--- src/rtl/bonus_pos_mux_n.sv ---
// Multi-channel falling-bonus position tracker.
// Each channel spawns at a brick-hit point, falls FALL_STEP pixels per frame,
// and parks at home when collected, when it reaches the bottom, or in pre-start.
//
//   state   | meaning
//   --------+----------------------------------------------------
//   IDLE    | parked at HOME_X/HOME_Y, invisible, free for spawn
//   FALLING | visible, Y advances on each startOfFrame
module bonus_pos_mux_n #(
    parameter int N_CH      = 4,
    parameter int W         = 11,
    parameter int HOME_X    = 0,
    parameter int HOME_Y    = 0,
    parameter int FALL_STEP = 2,
    parameter int BOTTOM_Y  = 479
) (
    input  logic              clk,
    input  logic              resetN,
    input  logic              startOfFrame,
    input  logic              preStart,
    input  logic              spawnReq,
    input  logic [W-1:0]      spawnX,
    input  logic [W-1:0]      spawnY,
    input  logic [N_CH-1:0]   collect,
    output logic [N_CH*W-1:0] topLeftX,
    output logic [N_CH*W-1:0] topLeftY,
    output logic [N_CH-1:0]   bonusActive,
    output logic              spawnDrop
);

    typedef enum logic {IDLE = 1'b0, FALLING = 1'b1} state_t;

    localparam logic [W-1:0] HOME_X_W   = W'(HOME_X);
    localparam logic [W-1:0] HOME_Y_W   = W'(HOME_Y);
    localparam logic [W:0]   STEP_EXT   = (W+1)'(FALL_STEP);
    localparam logic [W:0]   BOTTOM_EXT = (W+1)'(BOTTOM_Y);

    state_t         state_q [N_CH];
    state_t         state_d [N_CH];
    logic [W-1:0]   x_q     [N_CH];
    logic [W-1:0]   x_d     [N_CH];
    logic [W-1:0]   y_q     [N_CH];
    logic [W-1:0]   y_d     [N_CH];
    logic [W:0]     y_sum   [N_CH];
    logic           drop_q, drop_d;
    logic [N_CH-1:0] alloc;
    logic           any_idle;

    // State register: async reset parks every channel.
    always_ff @(posedge clk or negedge resetN) begin
        if (!resetN) begin
            for (int i = 0; i < N_CH; i++) begin
                state_q[i] <= IDLE;
                x_q[i]     <= HOME_X_W;
                y_q[i]     <= HOME_Y_W;
            end
            drop_q <= 1'b0;
        end else begin
            for (int i = 0; i < N_CH; i++) begin
                state_q[i] <= state_d[i];
                x_q[i]     <= x_d[i];
                y_q[i]     <= y_d[i];
            end
            drop_q <= drop_d;
        end
    end

    // Pick the lowest-index channel that is idle at the start of this cycle;
    // channels freed this cycle are not visible here until the next one.
    always_comb begin
        alloc    = '0;
        any_idle = 1'b0;
        for (int i = 0; i < N_CH; i++) begin
            if (!any_idle && state_q[i] == IDLE) begin
                alloc[i] = 1'b1;
                any_idle = 1'b1;
            end
        end
    end

    // Extended-width fall sum so a Y near the top of the range cannot wrap.
    always_comb begin
        for (int i = 0; i < N_CH; i++) begin
            y_sum[i] = {1'b0, y_q[i]} + STEP_EXT;
        end
    end

    // Next state: preStart > collect > frame move; spawn only touches idle channels.
    always_comb begin
        for (int i = 0; i < N_CH; i++) begin
            state_d[i] = state_q[i];
            x_d[i]     = x_q[i];
            y_d[i]     = y_q[i];
            if (preStart) begin
                state_d[i] = IDLE;
                x_d[i]     = HOME_X_W;
                y_d[i]     = HOME_Y_W;
            end else if (state_q[i] == FALLING) begin
                if (collect[i] || (startOfFrame && y_sum[i] >= BOTTOM_EXT)) begin
                    state_d[i] = IDLE;
                    x_d[i]     = HOME_X_W;
                    y_d[i]     = HOME_Y_W;
                end else if (startOfFrame) begin
                    y_d[i] = y_sum[i][W-1:0];
                end
            end else if (spawnReq && alloc[i]) begin
                state_d[i] = FALLING;
                x_d[i]     = spawnX;
                y_d[i]     = spawnY;
            end
        end
        drop_d = spawnReq && !preStart && !any_idle;
    end

    // Outputs: pack the registered per-channel state onto the flat buses.
    always_comb begin
        for (int i = 0; i < N_CH; i++) begin
            topLeftX[i*W +: W] = x_q[i];
            topLeftY[i*W +: W] = y_q[i];
            bonusActive[i]     = (state_q[i] == FALLING);
        end
        spawnDrop = drop_q;
    end

endmodule

--- config.mk ---
export PLATFORM = sky130hd
export DESIGN_NAME = bonus_pos_mux_n
export DESIGN_NICKNAME = d
export VERILOG_FILES = /design/src/rtl/bonus_pos_mux_n.sv
export SDC_FILE = /design/constraint.sdc
export NUM_CORES = 1
export LEC_CHECK = 0
export BUFFER_PORTS_ARGS = -buffer_cell sky130_fd_sc_hd__buf_2
export CELL_PAD_IN_SITES_DETAIL_PLACEMENT = 1
export CELL_PAD_IN_SITES_GLOBAL_PLACEMENT = 2
export CORE_ASPECT_RATIO = 1.75
export CORE_UTILIZATION = 35
export DETAILED_ROUTE_END_ITERATION = 10
export HOLD_SLACK_MARGIN = 0.06
export PLACE_DENSITY_LB_ADDON = 0.1
export SYNTH_ARGS = -nofsm -noshare
export SYNTH_HDL_FRONTEND = slang
export SYNTH_SLANG_ARGS = --single-unit
--- constraint.sdc ---
create_clock -name clk -period 4.9 [get_ports clk]
set_input_delay 0.98 -clock clk [delete_from_list [all_inputs] [get_ports clk]]
set_output_delay 0.98 -clock clk [all_outputs]
set_load 0.005 [all_outputs]
==> summary.md <==
| Metric | Value |
|---|---|
| Core area | 0.0135 mm2 |
| Postcts setup bufs | 0 |
| Root Buffer | clkbuf_16 |
| Max Cap Violations | 0 |
| Run status | complete, no violations |
| Achievable clock frequency | 331 MHz |
| Sequential area share after synthesis | 47.9% |
| Layout area overhead | 22.3% |
| GP Congestion | 0.842 |
| Comb power frac | 14.2% |
| TritonCTS clock tree | built |
| Fill cell count | 1605 |
| Ant. Diodes | 0 |
| Vias post-DR | 4590 |
| Critical path class | in -> reg |
| Asr flop ratio synth | 100% |
| # hold bufs at CTS | 0 |
| Fin crit share | 61.7% |
| Most common cell in the netlist | dfrtp_1 |
| # resized after CTS | 0 |
| I/O pins | 124 |
| Peak supply drop | 0.162 mV |
| Pwr per Cell Area | 311 mW/mm2 |
| Clock buffer count from CTS | 9 |
| Pins over their slew limit | 0 |
| Switching part of the total power | 29.5% |
| DR WL/cell | 21.6 um |
| Util after Layout | 44.2% |
| Clock Power Share | 39.1% |
| Clock Pin Slew Worst Setup and Hold Paths | 0.07 ns |
| Die W | 91.1 um |
| Crit path DAT | 3.30 ns |
| Distinct cell type count after synthesis | 59 |
| GRT Overall Usage | 24.8% |
| Row count | 56 |
| Initial antenna violation count | 0 |
| Pleak | 2.88 nW |
| Largest area contributor in the netlist | dfrtp_1 |
| Cell Int Power | 1.30 mW |
| Worst path cell trace | buf_2, inv_1, nand3_1, a211o_1, nand3_1, a22o_1, a22o_1 |
| Share of the synthesized area in the top cell type | 47.9% |
| Cell family with most CP delay | compound AO/OA/AOI/OAI gates |
| Top cells by area, synth | dfrtp_1, a22o_1, o21ai_0, nand2_1, a21oi_1 |
| Final min period | 3.02 ns |
| Post-route ant nets | 0 |
| WP buf/inv | 2 |
| Clock Sinks | 93 |
| Critical Path Fanout Max | 23 |
| Initial core utilization | 36.1% |
| Clk_skew | 0.0103 ns |
| Die height | 158 um |
| Prevailing post-synth register cell | dfrtp_1 |
| Final setup violation count | 0 |
| TritonRoute pass-1 iters | 5 |
| Largest net degree at the start of global routing | 65 |
| Syn Inst Count | 498 |
| Share of power burned in registers | 46.7% |
| Area of the mapped netlist | 0.00486 mm2 |
| Tot Pwr | 1.85 mW |
| Crit end category | flip-flop |
| Post-Route WL | 17000 um |
| Worst min-delay path category | reg -> reg |
| Synthesized Nets | 533 |
| Max Buffers Root-to-Sink | 2 |
| Final nets | 647 |
| Slew @ Worst Pin | 0.858 ns |
| Final Hold Viols | 0 |
| Unrepaired setup endpoints after global routing | false |
| Crit path largest cell delay | 0.62 ns |
| Worst hold slack | 0.498 ns |
| Layout cells sized above 1 | 26.1% |
| PortBufs | 123 |
| Switching power | 0.545 mW |
| DIE AREA | 0.0144 mm2 |
| Setup TNS | 0 ns |
| Final HPWL DP | 12500 um |
| Total gr overflow | 0 |
| Vias per Instance | 5.80 |
| CP Launch Type | primary input |
| Clock Latency Late Sink | 0.35 ns |
| Ys Warns | 0 |
| Initial DRC Count | 196 |
| Worst path required time | 5.18 ns |
| Crit path max-delay cell type | a22o_1 |
| Syn Area/Cell | 9.76 um2 |
| H-tree depth | 3 |
| Top cell types by occurrence after synthesis | dfrtp_1, a22o_1, nand2_1, nor2_1, o21ai_0 |
| Number of global-route vias before repair | 4808 |
| Synth Register Bits | 93 |
| First-pass GRT wire length | 27200 um |
| Post-synth EDFFs | 0 |
| Worst rel slew slack | 42.8% |
| Post-route DRC | 0 |
[stage by stage]
step | worst slack (ns) | instance area [um2] | instances
5_1_grt | 1.60 | 5950 | 791
3_5_place_dp | 1.56 | 5650 | 775
6_report | 1.88 | 5950 | 791
4_1_cts | 1.87 | 5950 | 791
3_3_place_gp | 1.68 | 5650 | 775
2_1_floorplan | 2.47 | 4860 | 498
[metal layers]
layer / part of all wire (%) / global-route usage (%)
met1: 40 / 28.9
met2: 53 / 44.6
met3: 4.4 / 4.27
met4: 3.1 / 10.8
met5: 0 / 0
[cell families (layout without fill, tap and decap cells)]
group                      after synthesis  after routing  synth area share [%]
DFF                                     93             93                  47.9
xor gates and xnor gates                10             10                  1.80
AOI/OAI and AO/OA                      180            180                  27.1
muxes                                    3              3                 0.618
adders and majority gates                4              4                  1.03
buffers and inverters                   47            166                  4.19
and+or+nand+nor                        161            161                  17.4
[registers in the layout (all words and copies together) (netlist names)]
| register | cells |
|---|---|
| topLeftY | 44 |
| spawnDrop | 1 |
| bonusActive | 4 |
| topLeftX | 44 |
[cell type report]
| type | instances | area (um2) | area share (%) |
|---|---|---|---|
| multi-input cells | 358 | 2350 | 39.5 |
| flip-flops and latches | 93 | 2330 | 39.1 |
| repair buffers | 131 | 678 | 11.4 |
| clock buffers | 10 | 229 | 3.85 |
| well taps | 174 | 218 | 3.66 |
| clock inverters | 6 | 71.3 | 1.20 |
| inverters | 19 | 71.3 | 1.20 |
[worst paths after layout]
check | from | end | slack, ns | cells after the start
max reg2reg | topLeftY[23]$_DFFE_PN0P_ | topLeftX[29]$_DFFE_PN0P_ | 1.88 | 8
min reg2reg | topLeftX[11]$_DFFE_PN0P_ | topLeftX[11]$_DFFE_PN0P_ | 0.50 | 1
min in group asynchronous | resetN | topLeftY[27]$_DFFE_PN0P_ | 0.71 | 1
max | preStart | topLeftX[29]$_DFFE_PN0P_ | 1.88 | 7
max in group asynchronous | resetN | topLeftX[42]$_DFFE_PN0P_ | 3.28 | 2
min | topLeftX[11]$_DFFE_PN0P_ | topLeftX[11]$_DFFE_PN0P_ | 0.50 | 1
[cells in the final DEF (no fill, tap or decap), types with 5 or more instances in the layout]
cell type / count
a211o_1: 6
a211oi_1: 6
a21o_1: 6
a21oi_1: 25
a22o_1: 58
a22oi_1: 11
a31oi_1: 6
and2_1: 5
and3_1: 6
buf_2: 122
buf_4: 9
clkbuf_16: 9
dfrtp_1: 93
inv_1: 19
nand2_1: 40
nand2b_1: 5
nand3_1: 23
nand4_1: 7
nor2_1: 32
nor3_1: 8
o21ai_0: 31
o22ai_1: 5
xor2_1: 6
[power by group through the flow]
stage / registers, mW / logic (mW) / clock network, mW
final: 0.862 / 0.262 / 0.723
after global placement: 0.876 / 0.259 / 0
after global routing: 0.871 / 0.293 / 0.766
after CTS: 0.863 / 0.266 / 0.739
after detailed placement: 0.876 / 0.265 / 0
after floorplan: 0.858 / 0.142 / 0
No activity file was read; power rests on OpenSTA's default activity.
